==> config.mk <==
export PLATFORM = sky130hd
export DESIGN_NAME = bit_stream_writer_flat
export DESIGN_NICKNAME = d
export VERILOG_FILES = /design/src/rtl/bit_stream_writer_if.sv /design/src/rtl/bit_stream_writer.sv /design/src/flat_wrapper.sv
export SDC_FILE = /design/constraint.sdc
export NUM_CORES = 1
export LEC_CHECK = 0
export BUFFER_PORTS_ARGS = -buffer_cell sky130_fd_sc_hd__buf_2
export CAP_MARGIN = 20
export CELL_PAD_IN_SITES_DETAIL_PLACEMENT = 0
export CELL_PAD_IN_SITES_GLOBAL_PLACEMENT = 1
export CORE_MARGIN = 10
export CORE_UTILIZATION = 25
export CTS_BUF_LIST = sky130_fd_sc_hd__clkbuf_16
export CTS_CLUSTER_SIZE = 25
export DETAILED_ROUTE_END_ITERATION = 12
export GPL_TIMING_DRIVEN = 0
export PLACE_DENSITY_LB_ADDON = 0.1
export SKIP_CTS_REPAIR_TIMING = 1
export SLEW_MARGIN = 5
export SYNTH_ARGS = -nofsm -noshare
export SYNTH_HDL_FRONTEND = slang
export SYNTH_SLANG_ARGS = --single-unit
==> constraint.sdc <==
create_clock -name clk -period 2.1 [get_ports clk]
set_clock_uncertainty 0.15 [all_clocks]
set_input_delay 0.105 -clock clk [delete_from_list [all_inputs] [get_ports clk]]
set_output_delay 0.105 -clock clk [all_outputs]
set_load 0.01 [all_outputs]
==> src/rtl/bit_stream_writer_if.sv <==
// Bit-write bus between byte-level control logic and the bit_stream_writer.
//
// Signals
//   data_in    byte to serialize, sampled when a request is accepted
//   start      request strobe; accepted when start & ready at a clock edge
//   ready      writer idle and able to accept a request
//   bit_index  index of the bit currently presented
//   bit_value  value of the latched byte at bit_index
//   valid_out  write strobe toward the display register block
//   busy       transfer in progress (always the inverse of ready)
//   done       one-cycle pulse after the final bit
//
// Modports
//   master  request side (drives data_in/start, observes the rest)
//   slave   the writer itself
interface bit_stream_writer_if #(
  parameter int DATA_W = 8,
  parameter int IDX_W  = (DATA_W > 1) ? $clog2(DATA_W) : 1
);

  logic [DATA_W-1:0] data_in;
  logic              start;
  logic              ready;
  logic [IDX_W-1:0]  bit_index;
  logic              bit_value;
  logic              valid_out;
  logic              busy;
  logic              done;

  modport master (
    output data_in,
    output start,
    input  ready,
    input  bit_index,
    input  bit_value,
    input  valid_out,
    input  busy,
    input  done
  );

  modport slave (
    input  data_in,
    input  start,
    output ready,
    output bit_index,
    output bit_value,
    output valid_out,
    output busy,
    output done
  );

endinterface

==> src/rtl/bit_stream_writer.sv <==
// Byte-to-bit serializer for the indexed bit-write port of the display
// register block. A byte accepted on the start/ready handshake is replayed
// as DATA_W (bit_index, bit_value, valid_out) writes, each held for
// HOLD_CYCLES clocks, optionally separated by GAP_CYCLES idle clocks, and
// followed by a one-cycle done pulse.
//
// Ports
//   clk    system clock, rising edge
//   reset  asynchronous, active-low reset
//   bus    bit_stream_writer_if.slave (data_in, start, ready, bit_index,
//          bit_value, valid_out, busy, done)
//
// Parameters
//   DATA_W       bits per transfer
//   HOLD_CYCLES  clocks each bit is strobed (>= 1)
//   GAP_CYCLES   idle clocks between consecutive bits (0 = back to back)
//   LSB_FIRST    1: index 0 upward; 0: index DATA_W-1 downward
module bit_stream_writer #(
  parameter int DATA_W      = 8,
  parameter int HOLD_CYCLES = 5,
  parameter int GAP_CYCLES  = 0,
  parameter int LSB_FIRST   = 1
) (
  input  logic               clk,
  input  logic               reset,
  bit_stream_writer_if.slave bus
);

  localparam int IDX_W   = (DATA_W > 1) ? $clog2(DATA_W) : 1;
  localparam int MAX_CNT = (HOLD_CYCLES > GAP_CYCLES) ? HOLD_CYCLES : GAP_CYCLES;
  localparam int CNT_W   = (MAX_CNT > 0) ? $clog2(MAX_CNT + 1) : 1;

  localparam logic [IDX_W-1:0] FIRST_IDX = (LSB_FIRST != 0) ? IDX_W'(0) : IDX_W'(DATA_W - 1);
  localparam logic [IDX_W-1:0] LAST_IDX  = (LSB_FIRST != 0) ? IDX_W'(DATA_W - 1) : IDX_W'(0);
  localparam logic [CNT_W-1:0] HOLD_LAST = CNT_W'(HOLD_CYCLES - 1);
  localparam logic [CNT_W-1:0] GAP_LAST  = CNT_W'((GAP_CYCLES > 0) ? GAP_CYCLES - 1 : 0);

  typedef enum logic [1:0] {
    IDLE = 2'd0,
    SEND = 2'd1,
    GAP  = 2'd2,
    DONE = 2'd3
  } state_t;

  state_t            state_q, state_d;
  logic [IDX_W-1:0]  idx_q, idx_d;
  logic [DATA_W-1:0] data_q, data_d;
  logic [CNT_W-1:0]  cnt_q, cnt_d;
  logic [IDX_W-1:0]  idx_next;

  // Walk direction is fixed by LSB_FIRST; the last index is caught before
  // stepping, so the index never wraps.
  assign idx_next = (LSB_FIRST != 0) ? idx_q + IDX_W'(1) : idx_q - IDX_W'(1);

  always_ff @(posedge clk or negedge reset) begin
    if (!reset) begin
      state_q <= IDLE;
      idx_q   <= '0;
      data_q  <= '0;
      cnt_q   <= '0;
    end else begin
      state_q <= state_d;
      idx_q   <= idx_d;
      data_q  <= data_d;
      cnt_q   <= cnt_d;
    end
  end

  always_comb begin
    state_d = state_q;
    idx_d   = idx_q;
    data_d  = data_q;
    cnt_d   = cnt_q;
    case (state_q)
      IDLE: begin
        // ready is high only here, so start & ready reduces to start.
        if (bus.start) begin
          data_d  = bus.data_in;
          idx_d   = FIRST_IDX;
          cnt_d   = '0;
          state_d = SEND;
        end
      end
      SEND: begin
        if (cnt_q == HOLD_LAST) begin
          cnt_d = '0;
          if (idx_q == LAST_IDX) begin
            state_d = DONE;
          end else if (GAP_CYCLES > 0) begin
            // Index advances on leaving the gap, so the gap keeps
            // presenting the bit just written.
            state_d = GAP;
          end else begin
            idx_d = idx_next;
          end
        end else begin
          cnt_d = cnt_q + CNT_W'(1);
        end
      end
      GAP: begin
        if (cnt_q == GAP_LAST) begin
          cnt_d   = '0;
          idx_d   = idx_next;
          state_d = SEND;
        end else begin
          cnt_d = cnt_q + CNT_W'(1);
        end
      end
      DONE: begin
        state_d = IDLE;
      end
      default: begin
        state_d = IDLE;
      end
    endcase
  end

  // All outputs decode straight from registers, so an asynchronous reset
  // clears them immediately.
  assign bus.ready     = (state_q == IDLE);
  assign bus.busy      = (state_q != IDLE);
  assign bus.valid_out = (state_q == SEND);
  assign bus.done      = (state_q == DONE);
  assign bus.bit_index = idx_q;
  assign bus.bit_value = data_q[idx_q];

endmodule

==> src/flat_wrapper.sv <==
// flat-port wrapper written by rule: the top's interface ports become plain ports
module bit_stream_writer_flat 
#(
  parameter int DATA_W      = 8,
  parameter int HOLD_CYCLES = 5,
  parameter int GAP_CYCLES  = 0,
  parameter int LSB_FIRST   = 1
)
  (clk, reset, bus_data_in, bus_start, bus_ready, bus_bit_index, bus_bit_value, bus_valid_out, bus_busy, bus_done);
  bit_stream_writer_if #(.DATA_W(DATA_W)) bus_i ();
  input  logic clk;
  input  logic reset;
  input wire logic [$bits(bus_i.data_in)-1:0] bus_data_in;
  input wire logic [$bits(bus_i.start)-1:0] bus_start;
  output wire logic [$bits(bus_i.ready)-1:0] bus_ready;
  output wire logic [$bits(bus_i.bit_index)-1:0] bus_bit_index;
  output wire logic [$bits(bus_i.bit_value)-1:0] bus_bit_value;
  output wire logic [$bits(bus_i.valid_out)-1:0] bus_valid_out;
  output wire logic [$bits(bus_i.busy)-1:0] bus_busy;
  output wire logic [$bits(bus_i.done)-1:0] bus_done;
  assign bus_i.data_in = bus_data_in;
  assign bus_i.start = bus_start;
  assign bus_ready = bus_i.ready;
  assign bus_bit_index = bus_i.bit_index;
  assign bus_bit_value = bus_i.bit_value;
  assign bus_valid_out = bus_i.valid_out;
  assign bus_busy = bus_i.busy;
  assign bus_done = bus_i.done;
  bit_stream_writer #(.DATA_W(DATA_W), .HOLD_CYCLES(HOLD_CYCLES), .GAP_CYCLES(GAP_CYCLES), .LSB_FIRST(LSB_FIRST)) u_core (.clk(clk), .reset(reset), .bus(bus_i));
endmodule
==> impl_metrics.ini <==
[outcome]
run_status = finished clean

[worst_hold_path]
worstHoldPathType = in -> async

[floorplan]
coreArea_um2 = 3610
initial_core_util_pct = 25.6
die_area_um2 = 6520
io_pins = 19
fp-row-count = 22
chipWidth_um = 80.8
die_height_um = 80.8

[detailed_routing]
routed_via_density = 4.38
drtAntennaViolNets = 0
routedWlPerCell_um = 12.5
wl_final_um = 1920
vias = 670
drt_drc_violations_left = 0
drt_iter0_drc = 19
drt_pass1_iterations = 4

[synthesis]
syn_inst = 74
postSynthNetCount = 94
synth.cells.most_frequent = dfrtp_1, mux2_2, ha_1
netlist.area_leader.share_pct = 43.4
synth_enable_flop_cells = 0
post_synth_instance_area_um2 = 923
synth-seq-area-share_pct = 43.4
yosysWarningCount = 0
yosys.cell_types.count = 24
synth.area.top_cells = dfrtp_1, mux2_2, ha_1, mux4_2, inv_1
synth_most_common_cell = dfrtp_1
synthDominantAreaCellType = dfrtp_1
post_synth.cell_area_avg_um2 = 12.5
yosys_register_bits = 16
async_flop_share_pct = 100
ys_dominant_reg_cell = dfrtp_1

[placed_design]
detailedPlacementHpwl_um = 1540
detailedPlace.worstSlack_ns = 0.0805
place_inst = 140
gpl.final_weighted_congestion = 0.694
placed_cell_area_um2 = 1070
place.port_buffers = 18

[global_routing]
grt_first_pass_wirelength_um = 3280
antenna_found_initial = 0
maximum_number_of_pins_on_one_net_before_global_route_repair = 17
grt_overflow_total = 0
groute.usage.overall_pct = 6.35
grt_pass1_vias = 686

[sta]
layout_worst_path_cycle_share_pct = 92.8
final.min_clock_period_ns = 1.95
worst_slew_margin_rel_pct = 75.1
final_hold_viol_count = 0
worst_max_slew_pin_slew_ns = 0.373
finalSetupViolations = 0
clock.fmax_ghz = 0.513
rsz0062_at_grt = false
final_max_slew_viol_count = 0
total_negative_slack_ns = 0
final_critical_path_setup_slack_ns = 0.152

[cts]
clk_latency_ns = 0.24
cts_buffer_depth = 2
clkSlewWorstSetupHoldPaths_ns = 0.05
h-tree-depth = 1
clock_tree_from_tritoncts = built
clk_root_buffer_cell = clkbuf_16
tritoncts_num_sinks = 16
cts_made_buffers = 3

[setup_path]
setup.worst_path.class = reg -> out
required_ns = 1.85
critical_path.startpoint = u_core.bus.bit_index[0]$_DFFE_PN0P_
rr_startpoint = u_core.state_q[0]$_DFFE_PN0P_
cp_data_arrival_time_ns = 1.69
cp-end-kind = primary output
worstPathMaxFanout = 5
critPathLaunchType = register

[power]
power.density_cell_area_nw_per_um2 = 1450
power.leakage_nw = 0.579
ir_worst_vdd_uv = 483

[run]
drv.max_cap_violation_count = 0

[final_layout]
layout.cells.non_filler = 153
antenna-diode-count = 0
post-route-util_pct = 34.5
final_cell_area_um2 = 1240
area_growth_pct = 34.8
layout.nets = 126
layout-drive-gt1-share_pct = 38.1
routing by layer:
metal | routed length [um] | GRT usage (%)
met4 | 0 | 1.56
met1 | 852 | 7.78
met3 | 108 | 2.43
met2 | 959 | 10.3
met5 | 0 | 0
per-stage QoR:
stage          hold slack [ns]  total power, W
6_report                 0.156         0.00181
5_1_grt                  0.231         0.00197
4_1_cts                 -0.353         0.00183
3_5_place_dp           -0.0919         0.00145
3_3_place_gp           -0.0908         0.00144
2_1_floorplan           -0.341         0.00120
final timing paths:
path,end,slack [ns],cells past startpoint
worst max-delay path,bus_bit_value,0.15,3
worst min-delay path,u_core.data_q[6]$_DFFE_PN0P_,0.16,2
worst max register to register,u_core.bus.bit_index[0]$_DFFE_PN0P_,0.16,6
worst min register to register,u_core.data_q[3]$_DFFE_PN0P_,0.35,1
max in group asynchronous,u_core.bus.bit_index[2]$_DFFE_PN0P_,1.38,2
min in group clk,u_core.cnt_q[1]$_DFFE_PN0P_,0.21,5
where the power goes:
group | internal (W) | switching, W
Sequential | 0.000441 | 0.000103
Clock | 0.000253 | 0.000120
Combinational | 0.000465 | 0.000426
cells by family (layout without fill, tap and decap cells):
logic type / count (synthesis) / after routing / synth area share (%)
adder cells (fa/ha/maj): 9 / 9 / 12.2
AND/OR/NAND/NOR: 11 / 11 / 7.18
AO/OA/AOI/OAI: 14 / 14 / 13.0
multiplexers: 15 / 15 / 20.5
flip-flops: 16 / 16 / 43.4
buffers and inverters: 9 / 40 / 3.79
layout make-up:
type,count,area [um^2]
fillers,377,2360
multi-input cells,49,490
flip-flops and latches,16,400
repair buffers,27,180
clock buffers,3,75.1
well taps,48,60.1
inverters,8,30.0
plain buffers,1,5.00
clock inverters,1,3.75
cells in the final DEF, fill, tap and decap left out, drive strengths merged:
master | Yosys | layout
buf | 1 | 19
inv | 8 | 8
a22o | 2 | 2
clkbuf | 0 | 3
mux2 | 11 | 11
a21oi | 2 | 2
o22ai | 1 | 1
a21boi | 1 | 1
nor2 | 2 | 2
a2111oi | 1 | 1
clkinv | 0 | 1
or3 | 1 | 1
a21o | 1 | 1
mux4 | 2 | 2
or2 | 1 | 1
o211ai | 2 | 2
nand2 | 4 | 4
nor2b | 1 | 1
or3b | 1 | 1
nor4 | 1 | 1
mux2i | 2 | 2
dfrtp | 16 | 16
ha | 9 | 9
dlygate4sd3 | 0 | 9
o21ai | 3 | 3
o2111ai | 1 | 1
flip-flops by register name, indices dropped and copies added, names as in the netlist:
register	cells
u_core.bus.bit_index	3
u_core.cnt_q	3
u_core.data_q	8
u_core.state_q	2
worst max-delay path: stages (launching register included):
cell and delay [ns]:
dfrtp_1 0.48, mux4_2 0.56, mux2_2 0.27, buf_2 0.14
No activity file was read; power rests on OpenSTA's default activity.
